$ cat config.mk
export PLATFORM = sky130hd
export DESIGN_NAME = vec_strip_seq
export DESIGN_NICKNAME = d
export VERILOG_FILES = /design/src/rtl/vec_pkg.sv /design/src/rtl/vec_vlmax_calc.sv /design/src/rtl/vec_strip_seq.sv
export SDC_FILE = /design/constraint.sdc
export NUM_CORES = 1
export LEC_CHECK = 0
export ABC_AREA = 1
export BUFFER_PORTS_ARGS = -buffer_cell sky130_fd_sc_hd__buf_2
export CAP_MARGIN = 20
export CORE_ASPECT_RATIO = 1.5
export CORE_MARGIN = 3
export CORE_UTILIZATION = 50
export CTS_CLUSTER_SIZE = 16
export DETAILED_ROUTE_END_ITERATION = 8
export HOLD_SLACK_MARGIN = 0.08
export PLACE_DENSITY = 0.8
export SLEW_MARGIN = 5
export SYNTH_ARGS = -nofsm -noshare
export SYNTH_HDL_FRONTEND = slang
export SYNTH_SLANG_ARGS = --single-unit
$ cat constraint.sdc
create_clock -name clk -period 11.4 [get_ports clk]
set_input_delay 0 -clock clk [delete_from_list [all_inputs] [get_ports clk]]
set_output_delay 0 -clock clk [all_outputs]
set_load 0.05 [all_outputs]
$ cat src/rtl/vec_pkg.sv
// Shared types and constants for the vector strip-mining sequencer.
package vec_pkg;

  localparam int unsigned VLEN_DEFAULT = 64;
  localparam int unsigned CNT_W        = 9;
  localparam int unsigned SEW_W        = 7;
  localparam int unsigned LMUL_W       = 5;
  localparam int unsigned SHIFT_W      = 3;

  localparam logic [SEW_W-1:0] SEW_E4  = SEW_W'(4);
  localparam logic [SEW_W-1:0] SEW_E8  = SEW_W'(8);
  localparam logic [SEW_W-1:0] SEW_E16 = SEW_W'(16);
  localparam logic [SEW_W-1:0] SEW_E32 = SEW_W'(32);
  localparam logic [SEW_W-1:0] SEW_E64 = SEW_W'(64);

  localparam logic [LMUL_W-1:0] LMUL_M1  = LMUL_W'(1);
  localparam logic [LMUL_W-1:0] LMUL_M2  = LMUL_W'(2);
  localparam logic [LMUL_W-1:0] LMUL_M4  = LMUL_W'(4);
  localparam logic [LMUL_W-1:0] LMUL_M8  = LMUL_W'(8);
  localparam logic [LMUL_W-1:0] LMUL_M16 = LMUL_W'(16);

  typedef enum logic [1:0] {
    ST_IDLE,
    ST_SETUP,
    ST_ISSUE,
    ST_DONE
  } strip_state_t;

  typedef struct packed {
    logic               illegal;
    logic [SHIFT_W-1:0] shift;
  } sew_dec_t;

  // Decode a literal SEW into its log2 shift, flagging unsupported widths.
  function automatic sew_dec_t log2_sew(input logic [SEW_W-1:0] sew);
    sew_dec_t d;
    d.illegal = 1'b0;
    d.shift   = '0;
    case (sew)
      SEW_E4:  d.shift = SHIFT_W'(2);
      SEW_E8:  d.shift = SHIFT_W'(3);
      SEW_E16: d.shift = SHIFT_W'(4);
      SEW_E32: d.shift = SHIFT_W'(5);
      SEW_E64: d.shift = SHIFT_W'(6);
      default: d.illegal = 1'b1;
    endcase
    return d;
  endfunction

  function automatic logic lmul_illegal(input logic [LMUL_W-1:0] lmul);
    logic bad;
    case (lmul)
      LMUL_M1, LMUL_M2, LMUL_M4, LMUL_M8, LMUL_M16: bad = 1'b0;
      default: bad = 1'b1;
    endcase
    return bad;
  endfunction

endpackage

$ cat src/rtl/vec_vlmax_calc.sv
// Combinational strip length: vl = min(VLMAX(sew, lmul), rem) and the remainder after it.
module vec_vlmax_calc
  import vec_pkg::*;
#(
  parameter int unsigned VLEN = VLEN_DEFAULT
) (
  input  logic [SEW_W-1:0]  sew,
  input  logic [LMUL_W-1:0] lmul,
  input  logic [CNT_W-1:0]  rem,
  output logic [CNT_W-1:0]  vl,
  output logic [CNT_W-1:0]  rem_next,
  output logic              illegal
);

  localparam int unsigned PROD_W = 32;

  sew_dec_t          dec;
  logic [PROD_W-1:0] vlmax;

  // VLMAX is formed wide so larger VLEN values cannot alias before the min.
  always_comb begin
    dec     = log2_sew(sew);
    illegal = dec.illegal | lmul_illegal(lmul);
    vlmax   = (PROD_W'(VLEN) >> dec.shift) * PROD_W'(lmul);
    vl      = '0;
    if (!illegal) begin
      vl = (vlmax < PROD_W'(rem)) ? vlmax[CNT_W-1:0] : rem;
    end
    rem_next = rem - vl;
  end

endmodule

$ cat src/rtl/vec_strip_seq.sv
// Strip-mining sequencer: splits an AVL into VLMAX-sized strips and issues one beat per element.
// Optional VEC_STRIP_STATS_EN adds a per-command strip counter output.
module vec_strip_seq
  import vec_pkg::*;
#(
  parameter int unsigned VLEN = VLEN_DEFAULT
) (
  input  logic              clk,
  input  logic              rst_n,
  input  logic              cmd_valid,
  output logic              cmd_ready,
  input  logic [CNT_W-1:0]  cmd_avl,
  input  logic [SEW_W-1:0]  cmd_sew,
  input  logic [LMUL_W-1:0] cmd_lmul,
  output logic              elem_valid,
  input  logic              elem_ready,
  output logic [CNT_W-1:0]  elem_idx,
  output logic [CNT_W-1:0]  elem_base,
  output logic              elem_last_strip,
  output logic              elem_last,
  output logic [CNT_W-1:0]  strip_vl,
`ifdef VEC_STRIP_STATS_EN
  output logic [CNT_W-1:0]  strip_cnt,
`endif
  output logic              done,
  output logic              err
);

  strip_state_t      state, state_n;
  logic [CNT_W-1:0]  rem, rem_n;
  logic [SEW_W-1:0]  sew_q, sew_n;
  logic [LMUL_W-1:0] lmul_q, lmul_n;
  logic [CNT_W-1:0]  base_n, idx_n, vl_n;
  logic              err_flag, err_flag_n;
  logic              issue_n, last_strip_n, last_n;

  logic [CNT_W-1:0]  calc_vl, calc_rem_next;
  logic              calc_illegal;

  vec_vlmax_calc #(
    .VLEN (VLEN)
  ) u_vlmax_calc (
    .sew      (sew_q),
    .lmul     (lmul_q),
    .rem      (rem),
    .vl       (calc_vl),
    .rem_next (calc_rem_next),
    .illegal  (calc_illegal)
  );

  // Next-state and next-output decode; beat outputs are registered from these.
  always_comb begin
    state_n    = state;
    rem_n      = rem;
    sew_n      = sew_q;
    lmul_n     = lmul_q;
    base_n     = elem_base;
    idx_n      = elem_idx;
    vl_n       = strip_vl;
    err_flag_n = err_flag;

    unique case (state)
      ST_IDLE: begin
        if (cmd_valid) begin
          rem_n   = cmd_avl;
          sew_n   = cmd_sew;
          lmul_n  = cmd_lmul;
          base_n  = '0;
          state_n = ST_SETUP;
        end
      end
      ST_SETUP: begin
        if (calc_illegal) begin
          err_flag_n = 1'b1;
          state_n    = ST_DONE;
        end else if (rem == '0) begin
          state_n = ST_DONE;
        end else begin
          vl_n    = calc_vl;
          rem_n   = calc_rem_next;
          idx_n   = '0;
          state_n = ST_ISSUE;
        end
      end
      ST_ISSUE: begin
        if (elem_ready) begin
          idx_n = elem_idx + CNT_W'(1);
          if (elem_last_strip) begin
            base_n  = elem_base + strip_vl;
            state_n = (rem == '0) ? ST_DONE : ST_SETUP;
          end
        end
      end
      ST_DONE: begin
        err_flag_n = 1'b0;
        state_n    = ST_IDLE;
      end
      default: state_n = ST_IDLE;
    endcase

    issue_n      = (state_n == ST_ISSUE);
    last_strip_n = issue_n && (idx_n == (vl_n - CNT_W'(1)));
    last_n       = last_strip_n && (rem_n == '0);
  end

  always_ff @(posedge clk or negedge rst_n) begin
    if (!rst_n) begin
      state           <= ST_IDLE;
      rem             <= '0;
      sew_q           <= '0;
      lmul_q          <= '0;
      err_flag        <= 1'b0;
      cmd_ready       <= 1'b1;
      elem_valid      <= 1'b0;
      elem_idx        <= '0;
      elem_base       <= '0;
      elem_last_strip <= 1'b0;
      elem_last       <= 1'b0;
      strip_vl        <= '0;
      done            <= 1'b0;
      err             <= 1'b0;
    end else begin
      state           <= state_n;
      rem             <= rem_n;
      sew_q           <= sew_n;
      lmul_q          <= lmul_n;
      err_flag        <= err_flag_n;
      cmd_ready       <= (state_n == ST_IDLE);
      elem_valid      <= issue_n;
      elem_idx        <= idx_n;
      elem_base       <= base_n;
      elem_last_strip <= last_strip_n;
      elem_last       <= last_n;
      strip_vl        <= vl_n;
      done            <= (state_n == ST_DONE);
      err             <= (state_n == ST_DONE) && err_flag_n;
    end
  end

`ifdef VEC_STRIP_STATS_EN
  logic [CNT_W-1:0] strip_cnt_n;

  // Strip counter: cleared on accept, bumped on every SETUP->ISSUE.
  always_comb begin
    strip_cnt_n = strip_cnt;
    if ((state == ST_IDLE) && cmd_valid) begin
      strip_cnt_n = '0;
    end else if ((state == ST_SETUP) && (state_n == ST_ISSUE)) begin
      strip_cnt_n = strip_cnt + CNT_W'(1);
    end
  end

  always_ff @(posedge clk or negedge rst_n) begin
    if (!rst_n) begin
      strip_cnt <= '0;
    end else begin
      strip_cnt <= strip_cnt_n;
    end
  end
`endif

endmodule

==> results.cfg, run 1 <==
[status]
outcome = completed

[clock_network]
cts_root_buffer = clkbuf_16
cts_tree = built
cts_buffers = 9
h-tree-depth = 3
clkSlewWorstSetupHoldPaths_ns = 0.05
cts_sinks = 57
cts_max_path_buffers = 2
insertion_delay_ns = 0.34

[finish]
drive_gt1_share_pct = 16.4
final_common_cell = nand2_1
nFillCells = 919
final_nets = 903
n_antenna_cell = 0
stdcell_area_sq_mm = 0.00621
final_cell_mix = 154 x nand2_1, 127 x inv_1, 81 x nor2_1
area_growth_pct = 18.3

[timing]
fin_crit_sh_pct = 64.1
final.setup_skew_ns = 0.00440
finalSetupViolations = 0
slew_violations = 0
clock.fmax_mhz = 137
relSlewSlack_pct = 33.6
hold_violations = 0
rsz0062_at_grt = false
min_period_ns = 7.31
setup_tns_ns = 0
tightest_slew_ns = 0.994

[floorplan]
die_h_um = 131
die_area_sq_mm = 0.0118
start_util_pct = 51.5
row_count = 45
die_x_um = 89.6
ios = 58
coreArea_sq_mm = 0.0102

[min_path]
min_path_cells = 5
hold_path.class = primary input to flop
hp-start = cmd_avl[7]
holdPathEnd = rem[7]

[global_routing]
grt_overflow = 0
grt_max_degree = 58
grt_pass1_vias = 4981
grt_usage_pct = 24.4
antenna_found_initial = 0
grt_pass1_wl_um = 22600

[synthesis]
synth_top_area_share_pct = 26.7
yosys-top-cells-area = dfrtp_1 27%, ha_1 13%, nand2_1 11%
synth_cell_types = 53
netlist_area_sq_mm = 0.00525
synth_edf_count = 0
synth-main-ff-cell = dfrtp_1
ys_seq_elements = 57
synth.avg_cell_area_sq_um = 7.27
yosys_warnings = 0
synth_cells = 721
ys_seq_area_share_pct = 27.2
synth.largest_area_cell = dfrtp_1
ys_async_sr_fraction_pct = 100

[detailed_routing]
routed_wl_um = 13400
remaining_drc_errors = 0
vias = 4896
wl_per_cell_um = 14.1
dr.pass1.iters = 4
via_per_inst = 5.13
drtIter0Drc = 292
ant_nets = 0

[flow_run]
drv_cap = 0

[setup_path]
worstRegToRegCells = 45
crit_slowest_cell = fa_1
cp.arrival_ns = 7.53
cp_max_fo = 9
timing.rr.end = elem_last
worst_setup_path_start_kind = flop
r2r-start = sew_q[4]
critPathRequiredTime_ns = 11.62
crit_top_cell = inv_1
ff2ff_setup_slack_ns = 4.09
slowest_delay_ns = 0.54
critPathCaptureType = flop
crit_type = flop to flop

[placed_design]
port_buffers = 57
gp_congestion = 0.908
placed_area_sq_mm = 0.00570
place_hpwl_um = 10200

[power]
power_density_mw_per_mm2 = 278
ir_drop_mv = 0.142
leakage_nw = 3.35
final cells by class:
type	count	area, sq um	share of cell area (%)
multi-input combinational	527	3290	53.1
sequential	57	1430	23.0
timing repair buffer	80	510	8.23
inverter	133	499	8.04
clock buffer	11	243	3.91
tap	141	176	2.84
clock inverter	5	55.1	0.887
through the flow:
stage	util [%]	worst slack [ns]	std cells	total power [mW]	hold WS, ns
global route	60.9	3.39	954	1.89	0.168
CTS	60.9	4.17	954	1.72	0.105
global placement	55.9	4.45	917	1.41	0.202
detailed placement	55.9	4.32	917	1.43	0.197
floorplan	-	4.81	724	1.19	-0.296
finish	60.9	4.09	954	1.73	0.128
flip-flops by register name, summed over array words and instances (netlist names):
register         cells
strip_vl             9
sew_q                7
elem_last_strip      1
err                  1
elem_valid           1
state                2
elem_last            1
cmd_ready            1
rem                  9
lmul_q               5
elem_base            9
err_flag             1
done                 1
elem_idx             9
kinds of logic (layout without fill, tap and decap cells):
family                     count (synthesis)  after routing  share of synthesized area, %
buffers and inverters                    140            229                          10.2
and+or+nand+nor                          351            351                          31.3
other                                      2              5                         0.143
DFF                                       57             57                          27.2
xor gates and xnor gates                  10             10                          1.67
adders and majority gates                 70             70                          19.1
AOI/OAI and AO/OA                         91             91                          10.4
critical path: cells and delay by family, from the launching register on:
family	cells	cell delay, ns
AND/OR/NAND/NOR	23	2.46
XOR/XNOR	2	0.25
flip-flops	1	0.39
adder cells (fa/ha/maj)	7	2.70
buffers and inverters	8	0.66
AO/OA/AOI/OAI	5	0.75
cells in the mapped netlist (all sizes together), types with 3 or more instances:
cell type	number
nand3	54
buf	3
nor3	7
a21boi	4
a211oi	3
a21oi	23
inv	132
nand2	174
a31oi	3
o21ai	44
fa	17
nand4	5
nor4	4
o32ai	3
or2	12
xor2	7
clkbuf	4
a22oi	3
nor2	89
xnor2	3
ha	53
dfrtp	56
routing by layer:
metal	part of all wire, %	wire (um)	GRT usage [%]	vias to the layer above
met2	55	7430	44.2	106
met3	3.3	445	3.70	38
met4	3.8	512	12.0	0
met5	0	0	0	-
li1	-	-	-	2468
met1	38	5040	26.3	2284
how the worst max path moves through the flow:
stage          cells after the start        end      from
2_1_floorplan                     45  elem_last  sew_q[2]
3_3_place_gp                      45  elem_last  sew_q[2]
3_5_place_dp                      45  elem_last  sew_q[2]
4_1_cts                           45  elem_last  sew_q[4]
5_1_grt                           45  elem_last  sew_q[6]
6_report                          45  elem_last  sew_q[4]
repair_timing:
| action | 4_1_cts | 5_1_grt |
|---|---|---|
| resized for setup | 0 | 0 |
| buffers inserted | 0 | 0 |
| hold buffers | 21 | 0 |
| hold endpoints to repair | 77 | 0 |
where the power goes:
part	switching (mW)	internal [mW]
logic	0.755	0.361
clock network	0.0968	0.174
registers	0.0694	0.271
total	0.921	0.806
No activity file was read; power rests on OpenSTA's default activity.
==> run 2: changes to the inputs <==
Settings changed: ABC_AREA 1 to 0.
Clock period 11.4 ns to 7.6 ns, I/O delays scaled along.
==> results.cfg, run 2 <==
[status]
outcome = finished, violations left
violations = negative setup slack

[finish]
area_growth_pct = 36.4
drive_gt1_share_pct = 31.2
final_common_cell = nand2_1
final_nets = 873
n_antenna_cell = 0
final_cell_mix = 80 x nand2_1, 78 x buf_4, 57 x buf_2
stdcell_area_sq_mm = 0.00737

[setup_path]
critPathRequiredTime_ns = 7.86
crit_top_cell = buf_4
critPathCaptureType = flop
cp.arrival_ns = 8.20
worst_setup_path_start_kind = flop
worstRegToRegCells = 34
cp_max_fo = 4
crit_type = flop to flop
slowest_delay_ns = 0.58
crit_slowest_cell = or4_4

[timing]
fin_crit_sh_pct = 105
tightest_slew_ns = 0.825
hold_violations = 0
final.setup_skew_ns = 0.00933
fin_hold_ws_ns = 0.105
setup_tns_ns = -0.342
min_period_ns = 7.94
slew_violations = 0
finalSetupViolations = 1
clock.fmax_mhz = 126
relSlewSlack_pct = 45.0
rsz0062_at_grt = true
fin_ws_ns = -0.342

[detailed_routing]
vias = 5544
routed_wl_um = 17100
ant_nets = 0
remaining_drc_errors = 0
dr.pass1.iters = 5
drtIter0Drc = 348
wl_per_cell_um = 18.5
via_per_inst = 6.00

[placed_design]
port_buffers = 57
placed_area_sq_mm = 0.00625
dpl_worst_slack_ns = -0.414
place_hpwl_um = 11800
gp_congestion = 0.912

[global_routing]
met2_usage_pct = 51.1
busiest_layer = met2
grt_max_degree = 58
grt_usage_pct = 28.0
grt_pass1_vias = 5562
antenna_found_initial = 0
grt_util_met3_pct = 4.63
grt_use_met1_pct = 30.2
grt_pass1_wl_um = 27200
grt_overflow = 0

[synthesis]
netlist_area_sq_mm = 0.00541
ys_async_sr_fraction_pct = 100
ys_seq_area_share_pct = 26.4
synth_cells = 619
synth_top_family_by_area = simple AND/OR/NAND/NOR gates
ys_seq_elements = 57
synth.largest_area_cell = dfrtp_1
synthSimpleGateAreaFrac_pct = 23.4
yosys_warnings = 0
synth_top_area_share_pct = 25.9
synth-adder-area-share_pct = 18.6
yosys-top-cells-area = dfrtp_1 26%, ha_1 12%, fa_1 6.3%
synth_common_cells = 82 x nand2_1, 59 x inv_1, 56 x dfrtp_1
synth.avg_cell_area_sq_um = 8.73
synth-xor-area-share_pct = 4.70
synth-main-ff-cell = dfrtp_1
synth_edf_count = 0
synth_cell_types = 76
synth-compound-area-share_pct = 18.7
synth.most_common_cell = nand2_1
synthMuxAreaShare_pct = 2.94

[flow_run]
drv_cap = 0

[floorplan]
die_h_um = 133
ios = 58
die_area_sq_mm = 0.0121
coreArea_sq_mm = 0.0104
start_util_pct = 52.2
row_count = 45
die_x_um = 90.9

[clock_network]
cts_max_path_buffers = 2
cts_root_buffer = clkbuf_16
cts_sinks = 57
cts_tree = built
clkSlewWorstSetupHoldPaths_ns = 0.06
insertion_delay_ns = 0.34
h-tree-depth = 3
cts_buffers = 9

[min_path]
hold_path.class = primary input to flop
min_path_cells = 3

[power]
power.total_mw = 3.66
ir_drop_mv = 0.334
power_density_mw_per_mm2 = 497
leakage_nw = 3.55
## run 2: cell types whose count changed in the layout (fill, tap and decap cells not counted), sizes merged, moves of 9 or more
cell / before / now
nand2: 174 / 83
buf: 59 / 139
inv: 132 / 60
nor2: 89 / 30
nand3: 54 / 17
and2: 0 / 25
o21ai: 44 / 19
xnor2: 3 / 23
a21o: 0 / 11
and3: 2 / 13
nor3: 7 / 17
a22o: 0 / 9
## run 2: repair_timing
action | in CTS | in global routing
buffers inserted | 24 | 9
hold buffers | 20 | 0
setup endpoints to repair | 1 | 3
resized for setup | 55 | 23
hold endpoints to repair | 75 | 0
pin swaps | 51 | 36
## run 2: through the flow
| stage | utilization (%) | instances |
|---|---|---|
| after floorplan | - | 622 |
| after global placement | 60.3 | 856 |
| after detailed placement | 60.3 | 856 |
| after CTS | 69.3 | 915 |
| after global routing | 71.2 | 924 |
| final | 71.2 | 924 |
## run 2: path summary, 6_finish.rpt
check,from,to,slack (ns)
setup / recovery,sew_q[2],elem_last,-0.34
hold reg to reg,elem_base[8],elem_base[8],0.47
min in group asynchronous,rst_n,elem_idx[7],0.35
setup reg to reg,sew_q[2],elem_last,-0.34
hold / removal,cmd_avl[7],rem[7],0.11
max in group asynchronous,rst_n,sew_q[2],6.72
## run 2: final cells by class
cell class              instances  area (sq um)
well taps                     141           176
clock inverters                 6          58.8
inverters                      59           221
flip-flops and latches         57          1430
clock buffers                  10           229
repair buffers                159          1120
multi-input cells             492          4140
fillers                       770          2990
## run 2: logic make-up (layout without fill, tap and decap cells)
group,count (synthesis),in the layout
AO/OA/AOI/OAI,134,134
XOR/XNOR,29,29
adder cells (fa/ha/maj),70,70
buffers and inverters,73,234
flip-flops,57,57
multiplexers,14,14
other,2,5
AND/OR/NAND/NOR,240,240
## run 2: where the power goes
| group | leakage, nW | internal [mW] | switching [mW] | total, mW |
|---|---|---|---|---|
| Sequential | 0.731 | 0.402 | 0.131 | 0.532 |
| Combinational | 2.68 | 1.26 | 1.46 | 2.72 |
| Clock | 0.146 | 0.252 | 0.155 | 0.408 |
## run 2: worst max-delay path: cells and delay by family (launching register included)
| kind | cells | cell delay, ns |
|---|---|---|
| flip-flops | 1 | 0.40 |
| AND/OR/NAND/NOR | 8 | 2.01 |
| XOR/XNOR | 1 | 0.08 |
| adder cells (fa/ha/maj) | 6 | 2.10 |
| buffers and inverters | 10 | 1.16 |
| AO/OA/AOI/OAI | 9 | 2.12 |
## run 2: metal layers
layer  up-vias  share of wire, %
met5         -                 0
met4         0               6.3
met3        91               5.4
met2       244                53
met1      2688                36
li1       2521                 -
